File: src/rtl/if_fetch_stage.sv
// Instruction fetch stage: issues word fetches, buffers responses in a 2-entry FIFO, handles redirects.
// Optional performance counters are enabled with the IF_FETCH_PERF_CNT_EN macro.
module if_fetch_stage #(
    parameter logic [31:0] RESET_PC  = 32'h0000_0000,
    parameter int          BUF_DEPTH = 2
) (
    input  logic        clk,
    input  logic        rst,
`ifdef IF_FETCH_PERF_CNT_EN
    output logic [31:0] perf_fetched,
    output logic [31:0] perf_redirects,
`endif
    output logic        imem_req,
    output logic [31:0] imem_addr,
    input  logic        imem_rvalid,
    input  logic [31:0] imem_rdata,
    input  logic        redirect_valid,
    input  logic [31:0] redirect_pc,
    output logic        id_valid,
    output logic [31:0] id_instr,
    output logic [31:0] id_pc,
    input  logic        id_ready
);

    typedef enum logic [1:0] {BOOT, RUN, HOLD} state_t;

    localparam logic [2:0] DEPTH = 3'(BUF_DEPTH);

    state_t      state_q, state_d;
    logic [31:0] pc_q;
    logic [1:0]  count_q;
    logic        rd_ptr_q, wr_ptr_q;
    logic [31:0] fifo_instr [2];
    logic [31:0] fifo_pc    [2];
    logic        vld_p1;
    logic [31:0] addr_p1;
    logic        pop, push, full;
    logic [2:0]  occ_next;

    assign full      = ({1'b0, count_q} == DEPTH);
    assign id_valid  = (count_q != 2'd0);
    assign id_instr  = id_valid ? fifo_instr[rd_ptr_q] : 32'h0;
    assign id_pc     = id_valid ? fifo_pc[rd_ptr_q]    : 32'h0;
    assign pop       = id_valid & id_ready;
    assign imem_addr = pc_q;

    // Occupancy the buffer will have once the outstanding response lands.
    assign occ_next = {1'b0, count_q} + {2'b0, vld_p1} - {2'b0, pop};

    // A redirect kills the response arriving this cycle (the only one that can be in flight).
    assign push = imem_rvalid & vld_p1 & ~redirect_valid & (~full | pop);

    always_comb begin
        state_d  = state_q;
        imem_req = 1'b0;
        case (state_q)
            BOOT: state_d = RUN;
            RUN: begin
                imem_req = (occ_next < DEPTH) && !redirect_valid;
                if (!redirect_valid && full && !pop)
                    state_d = HOLD;
            end
            HOLD: begin
                if (pop || redirect_valid)
                    state_d = RUN;
            end
            default: state_d = BOOT;
        endcase
    end

    // Stage p0 -> p1: request issue, PC sequencing and buffer control
    always_ff @(posedge clk) begin
        if (rst) begin
            state_q  <= BOOT;
            pc_q     <= RESET_PC;
            count_q  <= 2'd0;
            rd_ptr_q <= 1'b0;
            wr_ptr_q <= 1'b0;
            vld_p1   <= 1'b0;
        end else begin
            state_q <= state_d;
            vld_p1  <= imem_req;
            if (redirect_valid) begin
                pc_q     <= redirect_pc & 32'hFFFF_FFFC;
                count_q  <= 2'd0;
                rd_ptr_q <= 1'b0;
                wr_ptr_q <= 1'b0;
            end else begin
                if (imem_req)
                    pc_q <= pc_q + 32'd4;
                if (push)
                    wr_ptr_q <= ~wr_ptr_q;
                if (pop)
                    rd_ptr_q <= ~rd_ptr_q;
                count_q <= count_q + {1'b0, push} - {1'b0, pop};
            end
        end
    end

    // Stage p1 -> buffer: response capture
    always_ff @(posedge clk) begin
        if (imem_req)
            addr_p1 <= pc_q;
        if (push) begin
            fifo_instr[wr_ptr_q] <= imem_rdata;
            fifo_pc[wr_ptr_q]    <= addr_p1;
        end
    end

`ifdef IF_FETCH_PERF_CNT_EN
    always_ff @(posedge clk) begin
        if (rst) begin
            perf_fetched   <= 32'd0;
            perf_redirects <= 32'd0;
        end else begin
            if (pop)
                perf_fetched <= perf_fetched + 32'd1;
            if (redirect_valid)
                perf_redirects <= perf_redirects + 32'd1;
        end
    end
`endif

endmodule

File: config.mk
export PLATFORM = sky130hd
export DESIGN_NAME = if_fetch_stage
export DESIGN_NICKNAME = d
export VERILOG_FILES = /design/src/rtl/if_fetch_stage.sv
export SDC_FILE = /design/constraint.sdc
export NUM_CORES = 1
export LEC_CHECK = 0
export ABC_CLOCK_PERIOD_IN_PS = 9500
export CORE_AREA = 8 8 178 113
export DETAILED_ROUTE_END_ITERATION = 16
export DIE_AREA = 0 0 186 121
export PLACE_DENSITY = 0.87
export RECOVER_POWER = 50
export REMOVE_ABC_BUFFERS = 1
export SYNTH_ARGS = -nofsm -noshare
export SYNTH_HDL_FRONTEND = slang
export SYNTH_SLANG_ARGS = --single-unit
File: constraint.sdc
create_clock -name clk -period 9.5 [get_ports clk]
set_input_delay 2.375 -clock clk [delete_from_list [all_inputs] [get_ports clk]]
set_output_delay 2.375 -clock clk [all_outputs]
set_load 0.02 [all_outputs]
## After elaboration in Yosys (flattened, before gate mapping)

Memory sizes are Yosys's and may differ from the RTL's. A register that Yosys moved wholly into a read port is not among the register bits.
Index checks and enable logic that the tools add are counted.

| operators by class | value |
|---|---|
| bitwise operators | 9 |
| multiplexer cells | 14 |
| reductions and logical operators | 11 |
| $add $sub $neg | 5 |
| equal/unequal tests | 5 |
| order comparisons | 1 |

Operators with widths:

| operator | number |
|---|---|
| $mux 32 | 4 |
| $add 32x3->32 const B | 1 |
| $mux 1 | 7 |
| $pmux 2 s3 | 1 |
| $and 1x1->1 | 4 |
| $eq 2x2->1 const B | 2 |
| $mux 2 | 2 |
| $ne 2x2->1 const B | 2 |
| $not 1->1 | 4 |
| $reduce_bool 2->1 | 2 |
| $add 2x1->3 | 1 |
| $logic_and 1x1->1 | 3 |
| $lt 3x2->1 const B | 1 |
| $sub 3x1->3 | 1 |
| $add 2x1->2 | 1 |
| $eq 2x1->1 const B | 1 |
| $logic_not 1->1 | 2 |
| $logic_not 2->1 | 1 |
| $reduce_and 2->1 | 1 |
| $reduce_or 2->1 | 1 |
| $sub 2x1->2 | 1 |
| $logic_or 1x1->1 | 1 |
| $or 1x1->1 | 1 |

| storage, ports and cells | value |
|---|---|
| output and inout port bits | 98 |
| memory bits (writable) | 128 |
| memories kept | 2 |
| bits in registers | 71 |
| bits of input ports | 69 |
| logic and storage cells | 55 |

Memory list:

| name | words | width | rd ports | clocked after memory_dff | wr ports | line | RTL |
|---|---|---|---|---|---|---|---|
| fifo_instr | 2 | 32 | 1 | 1 | 1 | 33 | `logic [31:0] fifo_instr [2];` |
| fifo_pc | 2 | 32 | 1 | 1 | 1 | 34 | `logic [31:0] fifo_pc [2];` |

## Depth between registers and ports, before layout

| depth | value |
|---|---|
| depth after elaboration | 8 |
| depth in mapped cells | 12 |
| mapped depth without buffers | 11 |

## Worst setup path after synthesis

Ideal clock, no wire load.

| timing path | value |
|---|---|
| path type | input to register |
| start point | in redirect_valid |
| end point | mem fifo_instr[0][0], enable pin |
| stages on the path | 3 |
| library setup time | 0.635 ns |
| data arrival time | 8.765 ns |
| data required time | 8.865 ns |
| slack | 0.100 ns |
| buffers on the path | 2 |
| cells stage by stage | clkbuf_1 > clkbuf_1 > nor4_1 |

| between the ends | value |
|---|---|
| cells in the longest elaborated chain, start to end | 5 |

Ends and longest elaborated chain:

| what | line | RTL |
|---|---|---|
| start, declared | 17 | `input logic redirect_valid,` |
| $not 1->1 | 51 | `assign push = imem_rvalid & vld_p1 & ~redirect_valid & (~full \| pop);` |
| $and 1x1->1 (2 in series) | 51 |  |
| $mux 1 | 104 | `if (push) begin` |
| $mux 1 (implied by the code) | 105 | `fifo_instr[wr_ptr_q] <= imem_rdata;` |
| end, declared | 33 |  |

Every way passes these cells.

## Final worst setup path

| timing path | value |
|---|---|
| start point | in id_ready |
| end point | out imem_req |

| between the ends | value |
|---|---|
| cells in the longest elaborated chain, start to end | 5 |

Ends and longest elaborated chain:

| what | line | RTL |
|---|---|---|
| start, declared | 22 | `input logic id_ready` |
| $and 1x1->1 | 44 | `assign pop = id_valid & id_ready;` |
| $sub 3x1->3 | 48 | `assign occ_next = {1'b0, count_q} + {2'b0, vld_p1} - {2'b0, pop};` |
| $lt 3x2->1 | 59 | `imem_req = (occ_next < DEPTH) && !redirect_valid;` |
| $logic_and 1x1->1 | 59 |  |
| $mux 1 | 56 | `case (state_q)` |
| end, declared | 13 | `output logic imem_req,` |

Every way passes these cells.

==> results.md <==
- The checks that failed: max-capacitance violations, max-slew violations.
- The post-cts sizing count is 0.
- The number of max-capacitance violations reported is 2.
- The worst setup path is captured at an output port.
- The number of cells on the worst reg-to-reg path is 12.
- 0 antenna diodes ended up in the layout.
- Final hold analysis gives a worst-case slack of 438.4 ps.
- The number of hold-slack violations in the final timing report is 0.
- The average size of a mapped cell is 13.28 sq um.
- The detailed router finished its first iteration with 444 violations.
- After detailed routing, the number of remaining DRC violations is 0.
- The synthesis-stage register bit count is 192.
- In this run the worst hold path is classified as reg2reg.
- By instance count, the leading cell after synthesis is edfxtp_1.
- The pin count of the biggest net entering global routing is 63.
- The data arrival time of the worst path is 5030 ps.
- In this run the post-CTS setup repair buffer count came out at 0.
- The clock-pin slew on the worst setup and hold paths is 70 ps.
- Clock tree synthesis selected as its root buffer the cell clkbuf_16.
- The total negative setup slack is 0 ps.
- The count of buffers inserted at the top-level ports is 160.
- The number of distinct standard cells referenced by the synthesized netlist is 48.
- The clock period could shrink to 7404 ps.
- During I/O placement, the number of pins put on the boundary was 167.
- The upper clock frequency limit is 0.1351 GHz.
- The overflow left after global routing is 0.
- Buffers inserted during clock tree synthesis total 17.
- The cts-stage hold buffer count is 0.
- The H-tree was split into 4 levels.
- Dividing the detail-routed via count by the number of cells gives 5.325.
- Compared with the post-synthesis result, the final layout area differs by 30.64%.
- After technology mapping, the gate count stands at 590.
- The overall routed net length is 18,940 um.
- The initial antenna violation count is 1.
- After synthesis, the cell types taking the most area are edfxtp_1 59%, dfxtp_1 9.7%, mux2i_1 8.0%, nor2_1 4.0%, nand2_1 1.6%.
- The slew of the pin with the lowest slew margin is 2145 ps.
- The dominant synthesized flop cell is edfxtp_1.
- The largest total area in the synthesized netlist belongs to edfxtp_1.
- The run finished, with violations left.
- The initial core utilization is 44.79%.
- The latest clock arrival within the worst-skew pair is 410 ps.
- Headroom to the max-slew limit came out at -42.97%.
- The slack of the worst reg-to-reg path is 6010 ps.
- The total area inside the core boundary comes to 0.01750 sq mm.
- The pre-antenna-repair detailed-routing pass consisted of 7 iterations.
- The x dimension of the die is 186 um.
- Across the VDD grid, the largest voltage drop is 119.2 uV.
- The fraction of the cycle the final worst path needs is 77.93%.
- Dividing the detail-routed wire length by the instance count gives 19.00 um.
- The leakage power figure is 3.309 nW.
- The reg-to-reg critical path startpoint is count_q[1].
- The count of synthesis-stage warnings from yosys is 0.
- In the synthesized netlist, the cells that appear most often are 154 x edfxtp_1, 83 x nor2_1, 63 x mux2i_1.
- The chip height is 121 um.
- Summing every instance area after synthesis gives 0.007838 sq mm.
- The core utilization of the finished layout is 58.52%.
- After filler insertion, the fill cell instance count of the layout stands at 1,417.
- At the end of routability-driven placement, the weighted congestion stood at 0.8421.
- The sequential element share of the synthesized area is 68.71%.
- The worst register-to-register path ends at imem_addr[2].
- The critical path class is in2out.
- The share of cells above drive strength 1 is 6.869%.
- The via count of the first global-routing pass came to 5,249.
- Once detailed placement completed, the half-perimeter wirelength came to 12,550 um.
- The final antenna-violating net count is 0.
- Setup repair after global routing left no endpoint under its margin.
- The power density over the cells is 170.4 mW/mm^2.
- TritonCTS built the clock tree.
- The global-route wire length before repair is 29,180 um.
- The clock passes through at most 2 buffers.
- The floorplan step defined a die boundary enclosing 0.02251 sq mm.
- The clock net sink count is 192.
- The max-slew violation count is 64.
- The number of rows created at floorplan is 38.
- The cell count of the worst hold path is 0.
- The critical path startpoint category is an input pin.
- The total number of nets in the final design is 816.
- Global routing used 16.68% of the available tracks across all layers.
- The peak fanout along the critical path is 5.
- The number of failing setup endpoints in the final timing report is 0.
- The proportion of register bits with asynchronous set or reset after synthesis is 0%.
- The worst hold path begins at addr_p1[20].
- The number of vias in the routed layout is 5,309.
- For the worst setup path, the data required time is 7130 ps.
- Summed over its instances, the top area cell type makes up 59.00% of the synthesized netlist area.
- The clock skew is 12.31 ps.
- For hold timing, the worst endpoint is fifo_pc[0][20].
- In this run, synthesis inferred 154 flip-flops with an integrated enable.
## metrics by stage
stage	worst slack [ps]	cell area [sq um]	power [W]	instances
after global routing	1987	10240	0.001802	997
after CTS	2184	10250	0.001760	997
after global placement	2207	9676	0.001073	965
after floorplan	395.8	7699	0.001003	557
after detailed placement	2202	9676	0.001077	965
final	2096	10240	0.001745	997
## critical path, stage by stage
cell and delay, ps:
dlygate4sd3_1 630, xor2_1 190, nand2_1 90, fa_1 490, nand2_1 50, or4_1 510, inv_2 90, clkdlybuf4s50_1 610
## flip-flops by register name, summed over array words and instances, names as in the netlist, named ones only
name and count:
fifo_instr 64, fifo_pc 60, addr_p1 30, imem_addr 30, count_q 2, state_q 2
rd_ptr_q 1, vld_p1 1, wr_ptr_q 1
## layout by cell type (no fill, tap or decap), drive strengths merged, types with 5 or more instances in the layout
master,netlist,final
o22ai,6,6
clkdlybuf4s50,0,125
o21ai,15,15
and3,5,5
dlygate4sd3,0,34
nor2,83,83
o21a,5,5
a21oi,18,18
nand3,11,11
xor2,9,9
xnor2,5,5
mux2,5,5
dfxtp,38,38
nand4,16,16
inv,7,13
nand2,35,35
a31oi,16,16
nand2b,5,5
clkinv,0,8
a22oi,5,5
edfxtp,154,154
buf,12,7
nor3,15,15
clkbuf,24,19
mux2i,63,63
## power by group
part	switching (W)	internal, W	total, W
logic	0.0000564	0.0000529	0.000109
registers	0.0000205	0.000926	0.000947
clock network	0.000319	0.000370	0.000689
## final cells by class
class	instances	area, sq um	area share [%]
repair buffers	168	1649	16.11
multi-input cells	358	2297	22.44
clock inverters	15	151.4	1.479
inverters	7	26.28	0.2566
clock buffers	17	425.4	4.155
well taps	240	300.3	2.933
flip-flops and latches	192	5389	52.63
## metal layers
layer	wire (um)	track usage (%)
met5	8	0
met3	1576	4.366
met4	187	3.706
met2	8761	26.78
met1	8407	22.48
## how the worst max path moves through the flow
stage	slack [ps]	cells past startpoint	from	end
finish	2100	8	id_ready	imem_req
global route	1990	8	id_ready	imem_req
CTS	2180	8	id_ready	imem_req
detailed placement	2200	8	id_ready	imem_req
global placement	2210	8	id_ready	imem_req
floorplan	400	1	redirect_valid	fifo_instr[0][0]
## kinds of logic after synthesis
logic type                 count (synthesis)  share of synthesized area [%]
xor gates and xnor gates                  14                          1.565
AOI/OAI and AO/OA                         74                          5.779
adders and majority gates                  3                         0.5747
muxes                                     68                          8.764
DFF                                      192                          68.71
buffers and inverters                     43                          2.251
and+or+nand+nor                          195                          12.31
other                                      1                        0.04785
No activity file was read; power rests on OpenSTA's default activity.
